==> src/rtl/mbist_pkg.sv <==
// March C- BIST shared types and element table.
// FSM states, element indices and per-element op constants.
package mbist_pkg;

    typedef enum logic [1:0] {
        ST_IDLE,
        ST_RUN,
        ST_DRAIN,
        ST_FINISH
    } state_e;

    typedef enum logic [2:0] {
        E0 = 3'd0,
        E1 = 3'd1,
        E2 = 3'd2,
        E3 = 3'd3,
        E4 = 3'd4,
        E5 = 3'd5
    } elem_e;

    localparam logic OP_READ  = 1'b0;
    localparam logic OP_WRITE = 1'b1;

    localparam logic DIR_UP   = 1'b0;
    localparam logic DIR_DOWN = 1'b1;

    // Address direction of an element.
    function automatic logic elem_dir(input elem_e e);
        return (e == E3 || e == E4) ? DIR_DOWN : DIR_UP;
    endfunction

    // Ops per address: E0/E5 have one, the rest read-then-write.
    function automatic logic [1:0] elem_nops(input elem_e e);
        return (e == E0 || e == E5) ? 2'd1 : 2'd2;
    endfunction

    // Background bit expected by the element's read.
    function automatic logic elem_rval(input elem_e e);
        return (e == E2 || e == E4) ? 1'b1 : 1'b0;
    endfunction

    // Background bit written by the element's write.
    function automatic logic elem_wval(input elem_e e);
        return (e == E1 || e == E3) ? 1'b1 : 1'b0;
    endfunction

    // Operation for a given phase of an element.
    function automatic logic elem_op(input elem_e e,
                                     input logic  phase);
        if (elem_nops(e) == 2'd1)
            return (e == E0) ? OP_WRITE : OP_READ;
        return phase ? OP_WRITE : OP_READ;
    endfunction

    // Element that follows e in the sequence.
    function automatic elem_e elem_next(input elem_e e);
        elem_e n;
        unique case (e)
            E0:      n = E1;
            E1:      n = E2;
            E2:      n = E3;
            E3:      n = E4;
            E4:      n = E5;
            default: n = E0;
        endcase
        return n;
    endfunction

endpackage

==> src/rtl/mbist_march_seq.sv <==
// March C- op generator (S0).
// Walks elements, addresses and read/write phases one op per clock.
module mbist_march_seq #(
    parameter int DATA_WIDTH = 8,
    parameter int ADDR_WIDTH = 4,
    parameter int CAPACITY   = 16
) (
    input  logic                  clk,
    input  logic                  rst_n,
    input  logic                  launch,
    output logic                  op_valid,
    output logic                  op,
    output logic [ADDR_WIDTH-1:0] addr,
    output logic [DATA_WIDTH-1:0] data,
    output logic                  last_op
);
    import mbist_pkg::*;

    localparam int LAST_I = CAPACITY - 1;
    localparam logic [ADDR_WIDTH:0] LAST_ADDR  = LAST_I[ADDR_WIDTH:0];
    localparam logic [ADDR_WIDTH:0] FIRST_ADDR = '0;
    localparam logic [ADDR_WIDTH:0] ONE_ADDR   = 1;

    logic                valid_q;
    elem_e               elem_q;
    logic [ADDR_WIDTH:0] addr_q;
    logic                phase_q;

    logic  at_end_addr;
    logic  phase_done;
    logic  cur_op;
    logic  cur_val;
    elem_e nxt_elem;

    // Decode the current op and detect element/sequence ends.
    always_comb begin
        at_end_addr = 1'b0;
        if (elem_dir(elem_q) == DIR_UP)
            at_end_addr = (addr_q == LAST_ADDR);
        else
            at_end_addr = (addr_q == FIRST_ADDR);
        phase_done = (elem_nops(elem_q) == 2'd1) || phase_q;
        cur_op     = elem_op(elem_q, phase_q);
        cur_val    = (cur_op == OP_WRITE) ? elem_wval(elem_q)
                                          : elem_rval(elem_q);
        nxt_elem   = elem_next(elem_q);
        last_op    = valid_q && (elem_q == E5)
                     && at_end_addr && phase_done;
    end

    assign op_valid = valid_q;
    assign op       = valid_q ? cur_op : OP_READ;
    assign addr     = addr_q[ADDR_WIDTH-1:0];
    assign data     = valid_q ? {DATA_WIDTH{cur_val}} : '0;

    // Advance phase, then address, then element; stop after E5.
    always_ff @(posedge clk or negedge rst_n) begin
        if (!rst_n) begin
            valid_q <= 1'b0;
            elem_q  <= E0;
            addr_q  <= FIRST_ADDR;
            phase_q <= 1'b0;
        end else if (launch) begin
            valid_q <= 1'b1;
            elem_q  <= E0;
            addr_q  <= FIRST_ADDR;
            phase_q <= 1'b0;
        end else if (valid_q) begin
            if (last_op) begin
                valid_q <= 1'b0;
                phase_q <= 1'b0;
            end else if (!phase_done) begin
                phase_q <= 1'b1;
            end else begin
                phase_q <= 1'b0;
                if (at_end_addr) begin
                    elem_q <= nxt_elem;
                    if (elem_dir(nxt_elem) == DIR_UP)
                        addr_q <= FIRST_ADDR;
                    else
                        addr_q <= LAST_ADDR;
                end else if (elem_dir(elem_q) == DIR_UP) begin
                    addr_q <= addr_q + ONE_ADDR;
                end else begin
                    addr_q <= addr_q - ONE_ADDR;
                end
            end
        end
    end

endmodule

==> src/rtl/mbist_march_ctrl.sv <==
// March C- memory BIST controller.
// FSM, bus stage S1, read-compare pipeline and result registers.
module mbist_march_ctrl #(
    parameter int DATA_WIDTH    = 8,
    parameter int ADDR_WIDTH    = 4,
    parameter int CAPACITY      = 16,
    parameter int ERR_CNT_WIDTH = 8
) (
    input  logic                     clk,
    input  logic                     rst_n,
    input  logic                     start,
    output logic                     write_read,
    output logic [ADDR_WIDTH-1:0]    address,
    output logic [DATA_WIDTH-1:0]    wdata,
    input  logic [DATA_WIDTH-1:0]    rdata,
    output logic                     busy,
    output logic                     done,
    output logic                     pass,
    output logic [ADDR_WIDTH-1:0]    fail_addr,
    output logic [DATA_WIDTH-1:0]    fail_mask,
    output logic [ERR_CNT_WIDTH-1:0] err_cnt
);
    import mbist_pkg::*;

    localparam logic [ERR_CNT_WIDTH-1:0] ERR_MAX = '1;
    localparam logic [ERR_CNT_WIDTH-1:0] ERR_ONE = 1;

    state_e state_q;
    state_e state_d;
    logic   accept;
    logic   busy_c;
    logic   done_c;
    logic   fin_edge;

    logic                  s0_valid;
    logic                  s0_op;
    logic [ADDR_WIDTH-1:0] s0_addr;
    logic [DATA_WIDTH-1:0] s0_data;
    logic                  s0_last;

    logic                  s1_valid;
    logic [DATA_WIDTH-1:0] s1_exp;

    logic                  c1_valid;
    logic [ADDR_WIDTH-1:0] c1_addr;
    logic [DATA_WIDTH-1:0] c1_exp;
    logic                  c2_valid;
    logic [ADDR_WIDTH-1:0] c2_addr;
    logic [DATA_WIDTH-1:0] c2_exp;

    logic                     mism;
    logic [ERR_CNT_WIDTH-1:0] err_nxt;

    mbist_march_seq #(
        .DATA_WIDTH (DATA_WIDTH),
        .ADDR_WIDTH (ADDR_WIDTH),
        .CAPACITY   (CAPACITY)
    ) u_seq (
        .clk      (clk),
        .rst_n    (rst_n),
        .launch   (accept),
        .op_valid (s0_valid),
        .op       (s0_op),
        .addr     (s0_addr),
        .data     (s0_data),
        .last_op  (s0_last)
    );

    // wdata leads its write op by one cycle to match the memory.
    assign wdata = s0_data;
    assign busy  = busy_c;
    assign done  = done_c;

    // FSM state register.
    always_ff @(posedge clk or negedge rst_n) begin
        if (!rst_n)
            state_q <= ST_IDLE;
        else
            state_q <= state_d;
    end

    // FSM next state and status outputs.
    always_comb begin
        state_d = state_q;
        accept  = 1'b0;
        busy_c  = 1'b1;
        done_c  = 1'b0;
        unique case (state_q)
            ST_IDLE: begin
                busy_c = 1'b0;
                if (start) begin
                    accept  = 1'b1;
                    state_d = ST_RUN;
                end
            end
            ST_RUN: begin
                if (s0_last)
                    state_d = ST_DRAIN;
            end
            ST_DRAIN: begin
                if (!s1_valid && !c1_valid)
                    state_d = ST_FINISH;
            end
            ST_FINISH: begin
                done_c  = 1'b1;
                state_d = ST_IDLE;
            end
            default: state_d = ST_IDLE;
        endcase
    end

    // S1: present the op on the bus; idle cycles read, address holds.
    always_ff @(posedge clk or negedge rst_n) begin
        if (!rst_n) begin
            s1_valid   <= 1'b0;
            write_read <= OP_READ;
            address    <= '0;
            s1_exp     <= '0;
        end else begin
            s1_valid <= s0_valid;
            if (s0_valid) begin
                write_read <= s0_op;
                address    <= s0_addr;
                s1_exp     <= s0_data;
            end else begin
                write_read <= OP_READ;
            end
        end
    end

    // Two-deep expected-value pipeline covering the read latency.
    always_ff @(posedge clk or negedge rst_n) begin
        if (!rst_n) begin
            c1_valid <= 1'b0;
            c1_addr  <= '0;
            c1_exp   <= '0;
            c2_valid <= 1'b0;
            c2_addr  <= '0;
            c2_exp   <= '0;
        end else begin
            c1_valid <= s1_valid && (write_read == OP_READ);
            c1_addr  <= address;
            c1_exp   <= s1_exp;
            c2_valid <= c1_valid;
            c2_addr  <= c1_addr;
            c2_exp   <= c1_exp;
        end
    end

    // Compare and saturating error count.
    always_comb begin
        mism    = c2_valid && (rdata != c2_exp);
        err_nxt = err_cnt;
        if (mism && (err_cnt != ERR_MAX))
            err_nxt = err_cnt + ERR_ONE;
        fin_edge = (state_q == ST_DRAIN) && (state_d == ST_FINISH);
    end

    // Results: cleared on start, first mismatch captured, pass at end.
    always_ff @(posedge clk or negedge rst_n) begin
        if (!rst_n) begin
            err_cnt   <= '0;
            fail_addr <= '0;
            fail_mask <= '0;
            pass      <= 1'b0;
        end else if (accept) begin
            err_cnt   <= '0;
            fail_addr <= '0;
            fail_mask <= '0;
            pass      <= 1'b0;
        end else begin
            err_cnt <= err_nxt;
            if (mism && (err_cnt == '0)) begin
                fail_addr <= c2_addr;
                fail_mask <= rdata ^ c2_exp;
            end
            if (fin_edge)
                pass <= (err_nxt == '0);
        end
    end

endmodule

==> config.mk <==
export PLATFORM = sky130hd
export DESIGN_NAME = mbist_march_ctrl
export DESIGN_NICKNAME = d
export VERILOG_FILES = /design/src/rtl/mbist_pkg.sv /design/src/rtl/mbist_march_seq.sv /design/src/rtl/mbist_march_ctrl.sv
export SDC_FILE = /design/constraint.sdc
export NUM_CORES = 1
export LEC_CHECK = 0
export ABC_AREA = 1
export BUFFER_PORTS_ARGS = -buffer_cell sky130_fd_sc_hd__buf_4
export CORE_MARGIN = 4
export CORE_UTILIZATION = 49
export DETAILED_ROUTE_END_ITERATION = 12
export HOLD_SLACK_MARGIN = 0.05
export PLACE_DENSITY = 0.78
export SETUP_SLACK_MARGIN = 0.1
export SLEW_MARGIN = 25
export SYNTH_ARGS = -nofsm -noshare
export SYNTH_HDL_FRONTEND = slang
export SYNTH_SLANG_ARGS = --single-unit
==> constraint.sdc <==
create_clock -name clk -period 2.9 [get_ports clk]
set_input_delay 0.87 -clock clk [delete_from_list [all_inputs] [get_ports clk]]
set_output_delay 0.87 -clock clk [all_outputs]
set_load 0.005 [all_outputs]
Word level (Yosys, flattened, before mapping) --
Index checks and enable logic that the tools add are counted.
Cells by class: add/sub/neg operators 3, mux-type cells 50, bitwise operators 2, reduce and logical (&&, ||, !) cells 29, equal/unequal tests 16
Operator list (count):
- $mux W8 | 5
- $mux W5 | 6
- $mux W1 | 25
- $logic_not A8 Y1 | 2
- $mux W3 | 5
- $pmux W3 S5 | 1
- $mux W4 | 3
- $reduce_bool A2 Y1 | 5
- $eq A3 B2 Y1 const B | 3
- $eq A3 B3 Y1 const B | 3
- $logic_and A1 B1 Y1 | 9
- $add A8 B1 Y8 const B | 1
- $mux W2 | 4
- $ne A8 B8 Y1 | 1
- $ne A8 B8 Y1 const B | 1
- $pmux W2 S4 | 1
- $xor A8 B8 Y8 | 1
- $eq A2 B2 Y1 const B | 3
- $logic_or A1 B1 Y1 | 6
- $add A5 B1 Y5 const B | 1
- $eq A5 B4 Y1 const B | 1
- $logic_not A5 Y1 | 1
- $sub A5 B1 Y5 const B | 1
- $eq A2 B1 Y1 const B | 2
- 8 further kinds | 9
Word-level totals: input bits 11, register bits after elaboration 73, output and inout port bits 36, logic and storage cells 119

Logic depth before layout (Yosys ltp) --
Gate-level depths: netlist of run 1.
depth after elaboration 12, depth in mapped cells 15, mapped depth without buffers 14

Hierarchy --
Synthesis of run 1 repeated with hierarchy kept, for this count alone.
Unflattened totals: cell total of the unflattened synthesis 377, area total of the unflattened synthesis 3515.9 µm²
Modules (own cells, without submodules):
- mbist_march_ctrl | cells each 252, area each 2531.2 µm², sequential area each 1576.5 µm², instances 1
- mbist_march_seq | cells each 125, area each 984.7 µm², sequential area each 250.2 µm², instances 1

Least setup slack after synthesis of run 1 --
OpenSTA, ideal clock, no wires.
path kind register to output, from register u_seq.elem_q[2], to output port wdata[1], path buffers 1, data required time 2.030 ns, arrival time 1.525 ns, path slack 0.505 ns, cell stages (with the launch flop) 11, cells stage by stage dfrtp_1 inv_2 nor2_1 nand2_1 inv_2 a211oi_2 nor2_1 o21ai_0 nand3_1 inv_1 buf_4
On the way: word-level cells in the longest chain between the ends 8, elaborated cells between the ends (all ways) 19, those cells by class eq/ne (6); mux (9); reduce/logical (4)
RTL lines:
- start, declared | RTL line mbist_march_seq.sv:25 | elem_e elem_q;
- start signal, assigned | RTL line mbist_march_seq.sv:77 | elem_q <= nxt_elem;
- $eq A3 B3 Y1 or $logic_not A3 Y1 (tied branches) | RTL line mbist_pkg.sv:34, mbist_pkg.sv:51
- $logic_or A1 B1 Y1 | RTL line mbist_pkg.sv:34 | return (e == E0 || e == E5) ? 2'd1 : 2'd2;
- $mux W2 | RTL line mbist_pkg.sv:34
- $eq A2 B1 Y1 | RTL line mbist_pkg.sv:50 | if (elem_nops(e) == 2'd1)
- $mux W1 | RTL line mbist_pkg.sv:50
- $mux W1 | RTL line mbist_pkg.sv:52 | return phase ? OP_WRITE : OP_READ;
- $mux W1 (*) | RTL line mbist_march_seq.sv:44 | cur_val = (cur_op == OP_WRITE) ? elem_wval(elem_q)
- $mux W8 (*) | RTL line mbist_march_seq.sv:54 | assign data = valid_q ? {DATA_WIDTH{cur_val}} : '0;
- end, declared | RTL line mbist_march_ctrl.sv:14 | output logic [DATA_WIDTH-1:0] wdata,
Every way passes the cells marked *; elsewhere a longest branch is shown, timed or not. The select of a mux whose other input is x is not followed.

Worst setup path after layout of run 1 --
from register u_seq.elem_q[2], to output port wdata[5]
Same word-level chain as after synthesis.

==> results of run 1 <==
Yosys cell counts, types with 2 or more instances:
cell type,n,area [um^2]
nand2_1,102,382.9
dfrtp_1,52,1301
inv_1,39,146.4
nand3_1,25,125.1
nor2_1,24,90.09
o21ai_0,19,95.09
nand4_1,9,56.30
buf_4,8,60.06
o21ai_1,7,35.03
ha_1,5,62.56
inv_2,5,18.77
nand2_2,4,25.02
nor2_2,4,25.02
xor2_1,4,35.03
clkbuf_1,3,11.26
nor3_1,3,15.01
o21ai_2,3,26.28
a21oi_4,2,32.53
buf_2,2,10.01
nand3_2,2,20.02
nand3_4,2,35.03
power by group through the flow:
stage                     sequential [mW]  clock, mW  combinational [mW]
after global placement              0.932          0               0.447
final                               0.920      0.440               0.459
after floorplan                     0.924          0               0.225
after global routing                0.936      0.485               0.522
after detailed placement            0.934          0               0.459
after CTS                           0.918      0.453               0.465
stage by stage:
step / hold slack [ps] / setup slack [ps] / instances
2_1_floorplan: 331.2 / 504.7 / 340
3_3_place_gp: 333.3 / 424.7 / 446
3_5_place_dp: 337.1 / 340.0 / 446
4_1_cts: 341.9 / 118.9 / 454
5_1_grt: 344.9 / 11.44 / 459
6_report: 345.6 / 136.8 / 459
kinds of logic (layout without fill, tap and decap cells):
kind of cell	Yosys count	count (layout)	synth area share, %
AOI/OAI and AO/OA	37	37	8.926
adders and majority gates	6	6	2.991
and+or+nand+nor	181	181	30.00
buffers and inverters	59	106	9.379
DFF	52	52	47.12
xor gates and xnor gates	5	5	1.586
what timing repair did:
action                     in CTS  in global routing
pin swaps                       0                  3
gates cloned                    0                  0
gates resized for setup         4                 15
setup endpoints to repair       8                  8
setup buffers                   0                  5
worst max-delay path: stages (launching register included):
cell,delay [ps]
dfrtp_2,480
inv_4,80
nor2_2,40
nand2_2,80
inv_2,60
a211oi_4,270
nor2_1,90
o21ai_1,110
nand3_2,140
clkinv_4,130
buf_6,110
worst max path at each step:
stage,endpoint,slack (ps),cells past startpoint
floorplan,wdata[1],500,10
global placement,wdata[7],420,10
detailed placement,wdata[5],340,10
CTS,wdata[5],120,10
global route,wdata[7],10,10
finish,wdata[5],140,10
final cells by class:
cell class / instances / area [um^2]
Clock buffer: 5 / 68.82
Clock inverter: 3 / 27.53
Fill cell: 489 / 2158
Inverter: 46 / 185.2
Multi-Input combinational cell: 229 / 1219
Sequential cell: 52 / 1304
Tap cell: 72 / 90.09
Timing Repair Buffer: 52 / 420.4
cells in the final DEF, fill, tap and decap left out, types with 2 or more instances in the layout:
cell type | synthesis | layout
nor3_1 | 3 | 3
o21ai_2 | 3 | 3
buf_4 | 8 | 44
nand3_1 | 25 | 24
nand2_2 | 4 | 5
clkinv_4 | 0 | 2
a21oi_4 | 2 | 2
nand2_1 | 102 | 101
inv_2 | 5 | 4
buf_6 | 0 | 8
ha_1 | 5 | 5
o21ai_1 | 7 | 8
clkbuf_8 | 0 | 5
nand4_1 | 9 | 9
nand3_2 | 2 | 3
nor2_1 | 24 | 23
inv_1 | 39 | 38
nand3_4 | 2 | 2
xor2_1 | 4 | 4
nor2_2 | 4 | 5
dfrtp_1 | 52 | 50
dfrtp_2 | 0 | 2
o21ai_0 | 19 | 18
metal layers:
metal / wire length [um] / part of all wire, %
met5: 0 / 0
met4: 94 / 1.6
met3: 263 / 4.5
met2: 3076 / 52
met1: 2439 / 42
sequential cells by signal, summed over array words and instances, names as in the netlist:
name,flops
u_seq.elem_q,3
fail_mask,8
err_cnt,8
s1_valid,1
c1_exp,1
fail_addr,4
c2_addr,4
c1_valid,1
u_seq.op_valid,1
u_seq.phase_q,1
state_q,2
pass,1
u_seq.addr_q,5
c2_exp,1
c2_valid,1
write_read,1
s1_exp,1
c1_addr,4
address,4
==> impl_metrics.env, run 1 <==
export IMPL_met2_usage_pct=31.56
export IMPL_hpwl_mm=4.204
export IMPL_min_period_ps=2763
export IMPL_gr_total_overflow=0
export IMPL_ios=47
export IMPL_grt_total_usage_pct=17.26
export IMPL_crit_start="u_seq.elem_q[2]$_DFFE_PN0P_"
export IMPL_cp_max_fo=8
export IMPL_utilization_pct=60.56
export IMPL_final_nets=403
export IMPL_yosys_register_bits=52
export IMPL_initial_core_util_pct=50.46
export IMPL_min_to="c2_addr[1]$_DFF_PN0_"
export IMPL_hold_start="c1_addr[1]$_DFF_PN0_"
export IMPL_r2r_start="u_seq.elem_q[0]$_DFFE_PN0P_"
export IMPL_top_usage_layer="met2"
export IMPL_worst_slew_pin_slew_ps=634.1
export IMPL_clock_fmax_mhz=361.9
export IMPL_ys_warn_count=0
export IMPL_p_per_area_nw_per_um2=548.7
export IMPL_tritoncts="yes"
export IMPL_cts_clk_slew_worst_paths_ps=100
export IMPL_pwr_share_clk_pct=24.2
export IMPL_sw_frac_of_total_pct=32.32
export IMPL_syn_nets=357
export IMPL_die_x_um=83.07
export IMPL_crit_required_ps=2030
export IMPL_vias_per_cell=5.174
export IMPL_min_path_type="reg -> reg"
export IMPL_insertion_delay_ps=310
export IMPL_p_leak_nw=1.775
export IMPL_grt_start_max_net_pins=53
export IMPL_fin_worst_skew_ps=12.86
export IMPL_finalHoldViolCount=0
export IMPL_rsz0062_at_grt="true"
export IMPL_seqPwrFrac_pct=50.6
export IMPL_wl_mm=5.873
export IMPL_clockBufferDepth=2
export IMPL_route_detailed_drc=0
export IMPL_maxCapViolCount=0
export IMPL_comb_power_share_pct=25.2
export IMPL_std_cell_rows=27
export IMPL_syn_area_um2=2761
export IMPL_peakVddDrop_v=0.0002681
export IMPL_root_buffer="clkbuf_8"
export IMPL_grt_pass1_wl_mm=9.956
export IMPL_r2r_end="u_seq.addr_q[4]$_DFFE_PN0P_"
export IMPL_syn_inst=340
export IMPL_syn_to_final_growth_pct=20.03
export IMPL_ctsHoldBuffers=0
export IMPL_crit_type="reg -> out"
export IMPL_place_area_um2=3123
export IMPL_p_int_mw=1.231
export IMPL_grt_pass1_vias=2252
export IMPL_design_core_area_um2=5473
export IMPL_io_buffers=46
export IMPL_gp_congestion=0.8199
export IMPL_cts_htree_levels=2
export IMPL_cts_buffers=5
export IMPL_vias=2375
export IMPL_met1_usage_pct=19.42
export IMPL_synth_area_per_cell_um2=8.122
export IMPL_drtAntennaViolNets=0
export IMPL_die_area_um2=6901
export IMPL_slew_violations=0
export IMPL_status="finished clean"
export IMPL_wl_per_cell_um=12.80
export IMPL_n_antenna_cell=0
export IMPL_grt_antenna_before_repair=0
export IMPL_report_power_total_mw=1.819
export IMPL_cts_sinks=52
export IMPL_drtPass1Iterations=4
export IMPL_synth_edff_count=0
export IMPL_cp_arrival_ps=1890
export IMPL_tns_ps=0
export IMPL_holdPathStages=0
export IMPL_critPathLaunchType="flip-flop"
export IMPL_reg2reg_slack_ps=770
export IMPL_drt_iter0_markers=149
export IMPL_synth_cell_types=37
export IMPL_slew_headroom_pct=57.72
export IMPL_final_cell_area_um2=3314
export IMPL_groute_layer_met3_usage_pct=3.968
export IMPL_chipHeight_um=83.07
export IMPL_switching_power_uw=587.7
export IMPL_drive_above_1_share_pct=24.55
export IMPL_setup_viol_count_final=0
export IMPL_async_reset_ff_share_pct=100.0
export IMPL_ys_flop_type="dfrtp_1"
export IMPL_end_kind="output port"
export IMPL_fin_crit_sh_pct=95.28
export IMPL_r2r_cells=10
export IMPL_synth_seq_area_share_pct=47.12
(Power assumes the default switching activity.)
==> run 2: changes to the inputs <==
BUFFER_PORTS_ARGS = unset   (was -buffer_cell sky130_fd_sc_hd__buf_4)
CORE_ASPECT_RATIO = 2   (was unset)
DONT_BUFFER_PORTS = 1   (was unset)
PLACE_DENSITY = 0.71   (was 0.78)
==> impl_metrics.env, run 2 (same netlist as run 1, synthesis figures left out) <==
export IMPL_status="finished clean"
export IMPL_min_period_ps=2667
export IMPL_utilization_pct=52.72
export IMPL_tns_ps=0
export IMPL_slew_headroom_pct=69.14
export IMPL_fillerInstances=525
export IMPL_setup_viol_count_final=0
export IMPL_syn_to_final_growth_pct=4.395
export IMPL_initial_core_util_pct=50.50
export IMPL_drtAntennaViolNets=0
export IMPL_grt_start_max_net_pins=53
export IMPL_crit_type="reg -> out"
export IMPL_gp_congestion=0.8874
export IMPL_io_buffers=0
export IMPL_drt_iter0_markers=160
export IMPL_clockBufferDepth=2
export IMPL_cts_sinks=52
export IMPL_finalHoldViolCount=0
export IMPL_n_antenna_cell=0
export IMPL_drive_above_1_share_pct=12.43
export IMPL_cts_htree_levels=2
export IMPL_cts_clk_slew_worst_paths_ps=90
export IMPL_vias=2113
export IMPL_cts_buffers=5
export IMPL_peakVddDrop_v=0.0005259
export IMPL_rsz0062_at_grt="false"
export IMPL_dp_slack_ps=365.5
export IMPL_gr_total_overflow=0
export IMPL_report_power_total_mw=1.616
export IMPL_final_nets=354
export IMPL_drtPass1Iterations=4
export IMPL_hpwl_mm=4.202
export IMPL_design_core_area_um2=5468
export IMPL_min_path_type="in -> async"
export IMPL_maxCapViolCount=0
export IMPL_crit_required_ps=2030
export IMPL_p_per_area_nw_per_um2=560.5
export IMPL_root_buffer="clkbuf_8"
export IMPL_grt_pass1_vias=2141
export IMPL_grt_total_usage_pct=17.71
export IMPL_vias_per_cell=5.309
export IMPL_std_cell_rows=38
export IMPL_slew_violations=0
export IMPL_chipHeight_um=114.2
export IMPL_cp_arrival_ps=1800
export IMPL_tritoncts="yes"
export IMPL_die_x_um=61.08
export IMPL_ios=47
export IMPL_fin_worst_skew_ps=5.530
export IMPL_r2r_cells=10
export IMPL_route_detailed_drc=0
export IMPL_final_common_cell="nand2_1"
export IMPL_wl_mm=5.566
export IMPL_ctsHoldBuffers=0
export IMPL_die_area_um2=6973
export IMPL_clock_fmax_mhz=374.9
export IMPL_end_kind="output port"
export IMPL_fin_crit_sh_pct=91.97
export IMPL_wl_per_cell_um=13.98
export IMPL_final_cell_mix="nand2_1 (101), dfrtp_1 (51), inv_1 (38)"
export IMPL_top_regs="err_cnt: 8 flops, fail_mask: 8 flops, u_seq.addr_q: 5 flops"
export IMPL_cp_max_fo=8
export IMPL_critPathLaunchType="flip-flop"
export IMPL_p_leak_nw=1.511
export IMPL_worst_slew_pin_slew_ps=462.4
export IMPL_grt_pass1_wl_mm=9.356
export IMPL_setup_slack_ps=232.8
export IMPL_insertion_delay_ps=310
export IMPL_grt_antenna_before_repair=0
## run 2: changes by cell type in the layout (fill, tap and decap cells not counted), sizes merged
cell / before / now
buf: 52 / 3
clkbuf: 5 / 6
clkinv: 3 / 2
## run 2: stage by stage
step	cells	hold WS, ps	instance area, um^2
after floorplan	340	331.2	2761
after global placement	388	332.5	2763
after detailed placement	388	336.5	2763
after CTS	396	225.7	2855
after global routing	398	211.8	2883
final	398	243.0	2883
## run 2: critical path: stages, from the launching register on
cell and delay, ps:
dfrtp_2 450, inv_4 100, nor2_1 60, nand2_2 100
inv_2 70, a211oi_4 220, nor2_1 80, o21ai_0 80
nand3_1 170, inv_4 160
## run 2: timing repair
action,in CTS,in global routing
endpoints found under the hold margin,0,0
gates resized for setup,3,3
buffers inserted,0,2
pin swaps,0,1
endpoints found under the setup margin,8,8
## run 2: layout make-up
| type | instances | area [um^2] | area share [%] |
|---|---|---|---|
| Timing Repair Buffer | 3 | 22.52 | 0.7813 |
| Tap cell | 60 | 75.07 | 2.604 |
| Clock buffer | 6 | 72.57 | 2.517 |
| Clock inverter | 2 | 16.27 | 0.5642 |
| Multi-Input combinational cell | 229 | 1211 | 42.01 |
| Sequential cell | 52 | 1303 | 45.18 |
| Inverter | 46 | 182.7 | 6.337 |
## run 2: path summary, 6_finish.rpt
check / start / endpoint / slack (ps)
min: rst_n / fail_mask[4]$_DFFE_PN0P_ / 240
max in group asynchronous: rst_n / err_cnt[3]$_DFF_PN0_ / 2570
max: u_seq.elem_q[2]$_DFFE_PN0P_ / wdata[1] / 230
min in group clk: c1_addr[1]$_DFF_PN0_ / c2_addr[1]$_DFF_PN0_ / 360
max reg2reg: u_seq.elem_q[1]$_DFFE_PN0P_ / u_seq.addr_q[4]$_DFFE_PN0P_ / 770
min reg2reg: c1_addr[1]$_DFF_PN0_ / c2_addr[1]$_DFF_PN0_ / 360
## run 2: routing by layer
metal  routed length, um  share of wire [%]  GRT usage [%]  up-vias
met5                   0                  0              0        -
met4                 250                4.5          9.841        0
met3                 269                4.8          4.063       18
met2                3018                 54          30.27       55
met1                2028                 36          19.10      980
li1                    -                  -              -     1060
## run 2: where the power goes
| group | internal, mW | total [mW] | switching, mW |
|---|---|---|---|
| logic | 0.109 | 0.267 | 0.158 |
| registers | 0.823 | 0.942 | 0.119 |
| clock network | 0.172 | 0.407 | 0.235 |
==> run 3: changes to the inputs <==
SYNTH_HIERARCHICAL = 1   (was unset)
==> impl_metrics.env, run 3 <==
export IMPL_synth_edff_count=0
export IMPL_r2r_cells=9
export IMPL_slew_headroom_pct=70.07
export IMPL_gp_congestion=0.8429
export IMPL_cts_resized=0
export IMPL_p_int_mw=1.902
export IMPL_grt_pass1_vias=2475
export IMPL_cts_sinks=73
export IMPL_r2r_end="u_seq/addr_q[4]$_DFFE_PN0P_"
export IMPL_die_x_um=67.90
export IMPL_clockBufferDepth=2
export IMPL_synth_cell_types=40
export IMPL_syn_area_um2=3516
export IMPL_initial_core_util_pct=50.66
export IMPL_synth_area_per_cell_um2=9.326
export IMPL_hpwl_mm=4.851
export IMPL_grt_antenna_before_repair=0
export IMPL_cts_buffers=9
export IMPL_chipHeight_um=127.8
export IMPL_syn_to_final_growth_pct=9.288
export IMPL_min_period_ps=2598
export IMPL_critPathLaunchType="flip-flop"
export IMPL_sw_frac_of_total_pct=26.87
export IMPL_tritoncts="yes"
export IMPL_tns_ps=0
export IMPL_n_antenna_cell=0
export IMPL_synth_most_common_cell="nand2_1"
export IMPL_ctsHoldBuffers=0
export IMPL_clock_fmax_mhz=384.9
export IMPL_insertion_delay_ps=330
export IMPL_min_path_type="in -> async"
export IMPL_wl_mm=6.765
export IMPL_synth_commonest_cells="nand2_1 (83), dfrtp_1 (73), inv_1 (42)"
export IMPL_drtAntennaViolNets=0
export IMPL_cts_setup_buffers=0
export IMPL_whs_ps=230.1
export IMPL_grt_total_usage_pct=18.07
export IMPL_synth_top_area_share_pct=51.96
export IMPL_yosys_register_bits=73
export IMPL_comb_power_share_pct=8.2
export IMPL_pwr_share_clk_pct=43.8
export IMPL_finalHoldViolCount=0
export IMPL_std_cell_rows=43
export IMPL_cp_max_fo=15
export IMPL_dp_slack_ps=641.4
export IMPL_async_reset_ff_share_pct=100.0
export IMPL_drive_above_1_share_pct=16.89
export IMPL_cp_arrival_ps=1730
export IMPL_ios=47
export IMPL_vias_per_cell=5.171
export IMPL_setup_slack_ps=302.2
export IMPL_slew_violations=0
export IMPL_syn_inst=377
export IMPL_final_nets=392
export IMPL_vias=2425
export IMPL_peakVddDrop_v=0.0003017
export IMPL_fin_crit_sh_pct=89.58
export IMPL_report_power_total_mw=2.601
export IMPL_grt_start_max_net_pins=74
export IMPL_reg2reg_slack_ps=790
export IMPL_status="finished clean"
export IMPL_wl_per_cell_um=14.42
export IMPL_seqPwrFrac_pct=47.9
export IMPL_cts_clk_slew_worst_paths_ps=60
export IMPL_worst_slew_pin_slew_ps=447.7
export IMPL_ys_flop_type="dfrtp_1"
export IMPL_switching_power_uw=699.0
export IMPL_synthTopCellsByArea="dfrtp_1 (52%), nand2_1 (8.9%), nand3_1 (4.6%)"
export IMPL_p_per_area_nw_per_um2=676.9
export IMPL_drtPass1Iterations=4
export IMPL_crit_required_ps=2030
export IMPL_p_leak_nw=1.947
export IMPL_die_area_um2=8676
export IMPL_final_cell_mix="nand2_1 (83), dfrtp_1 (73), inv_1 (42)"
export IMPL_fin_worst_skew_ps=3.812
export IMPL_ys_warn_count=6
export IMPL_final_cell_area_um2=3842
export IMPL_root_buffer="clkbuf_16"
export IMPL_gr_total_overflow=0
export IMPL_end_kind="output port"
export IMPL_syn_nets=395
export IMPL_maxCapViolCount=0
export IMPL_design_core_area_um2=6940
export IMPL_route_detailed_drc=0
export IMPL_synth_largest_area_cell="dfrtp_1"
export IMPL_r2r_start="u_seq/elem_q[0]$_DFFE_PN0P_"
export IMPL_rsz0062_at_grt="false"
export IMPL_crit_type="reg -> out"
export IMPL_synth_seq_area_share_pct=51.96
export IMPL_setup_viol_count_final=0
export IMPL_io_buffers=0
export IMPL_final_common_cell="nand2_1"
export IMPL_drt_iter0_markers=170
export IMPL_cts_htree_levels=3
export IMPL_place_area_um2=3533
export IMPL_grt_pass1_wl_mm=11.62
## run 3: changes by cell type after synthesis, moves of 3 or more
| cell | before | now |
|---|---|---|
| dfrtp_1 | 52 | 73 |
| buf_4 | 8 | 11 |
| nand3_1 | 25 | 32 |
| mux2_2 | 0 | 12 |
| a21oi_1 | 1 | 10 |
| inv_1 | 39 | 42 |
| nand2_1 | 102 | 83 |
| o21ai_0 | 19 | 13 |
| nand2_4 | 1 | 4 |
| nand3_2 | 2 | 6 |
## run 3: power groups by stage
| stage | Sequential, mW | Combinational, mW | Clock [mW] |
|---|---|---|---|
| final | 1.25 | 0.215 | 1.14 |
| after global placement | 1.26 | 0.204 | 0 |
| after global routing | 1.26 | 0.253 | 1.21 |
| after floorplan | 1.23 | 0.181 | 0 |
| after CTS | 1.25 | 0.218 | 1.17 |
| after detailed placement | 1.27 | 0.216 | 0 |
## run 3: logic make-up (layout without fill, tap and decap cells)
| group | count (synthesis) | after routing | synth area share [%] |
|---|---|---|---|
| xor gates and xnor gates | 5 | 5 | 1.245 |
| muxes | 12 | 12 | 3.843 |
| AOI/OAI and AO/OA | 34 | 34 | 5.232 |
| DFF | 73 | 73 | 51.96 |
| buffers and inverters | 68 | 70 | 9.359 |
| and+or+nand+nor | 178 | 178 | 25.66 |
| adders and majority gates | 7 | 7 | 2.705 |
## run 3: through the flow
stage          cells  util [%]
2_1_floorplan    377         -
3_3_place_gp     453     50.91
3_5_place_dp     453     50.91
4_1_cts          469     55.36
5_1_grt          469     55.36
6_report         469     55.36
## run 3: worst max-delay path by stage
stage	end	from
after global placement	wdata[0]	u_seq/elem_q[0]$_DFFE_PN0P_
after detailed placement	wdata[0]	u_seq/elem_q[0]$_DFFE_PN0P_
after floorplan	wdata[1]	u_seq/elem_q[0]$_DFFE_PN0P_
final	wdata[6]	u_seq/elem_q[0]$_DFFE_PN0P_
after global routing	wdata[3]	u_seq/elem_q[0]$_DFFE_PN0P_
after CTS	wdata[0]	u_seq/elem_q[0]$_DFFE_PN0P_
## run 3: final cells by class
cell class / count / area, um^2
Timing Repair Buffer: 3 / 22.52
Fill cell: 583 / 3098
Multi-Input combinational cell: 236 / 1366
Sequential cell: 73 / 1827
Inverter: 51 / 205.2
Tap cell: 90 / 112.6
Clock inverter: 7 / 83.83
Clock buffer: 9 / 225.2
## run 3: per-layer routing
layer	track usage [%]	vias to the layer above	part of all wire, %
met3	5.877	11	4.9
met2	31.71	51	56
li1	-	1199	-
met5	0	-	0
met1	19.08	1164	38
met4	7.737	0	2.1
## run 3: critical path, stage by stage (launching register included)
cell and delay (ps):
dfrtp_1 480, nor2_2 190, nor2_4 60, nor4_2 360
buf_4 290
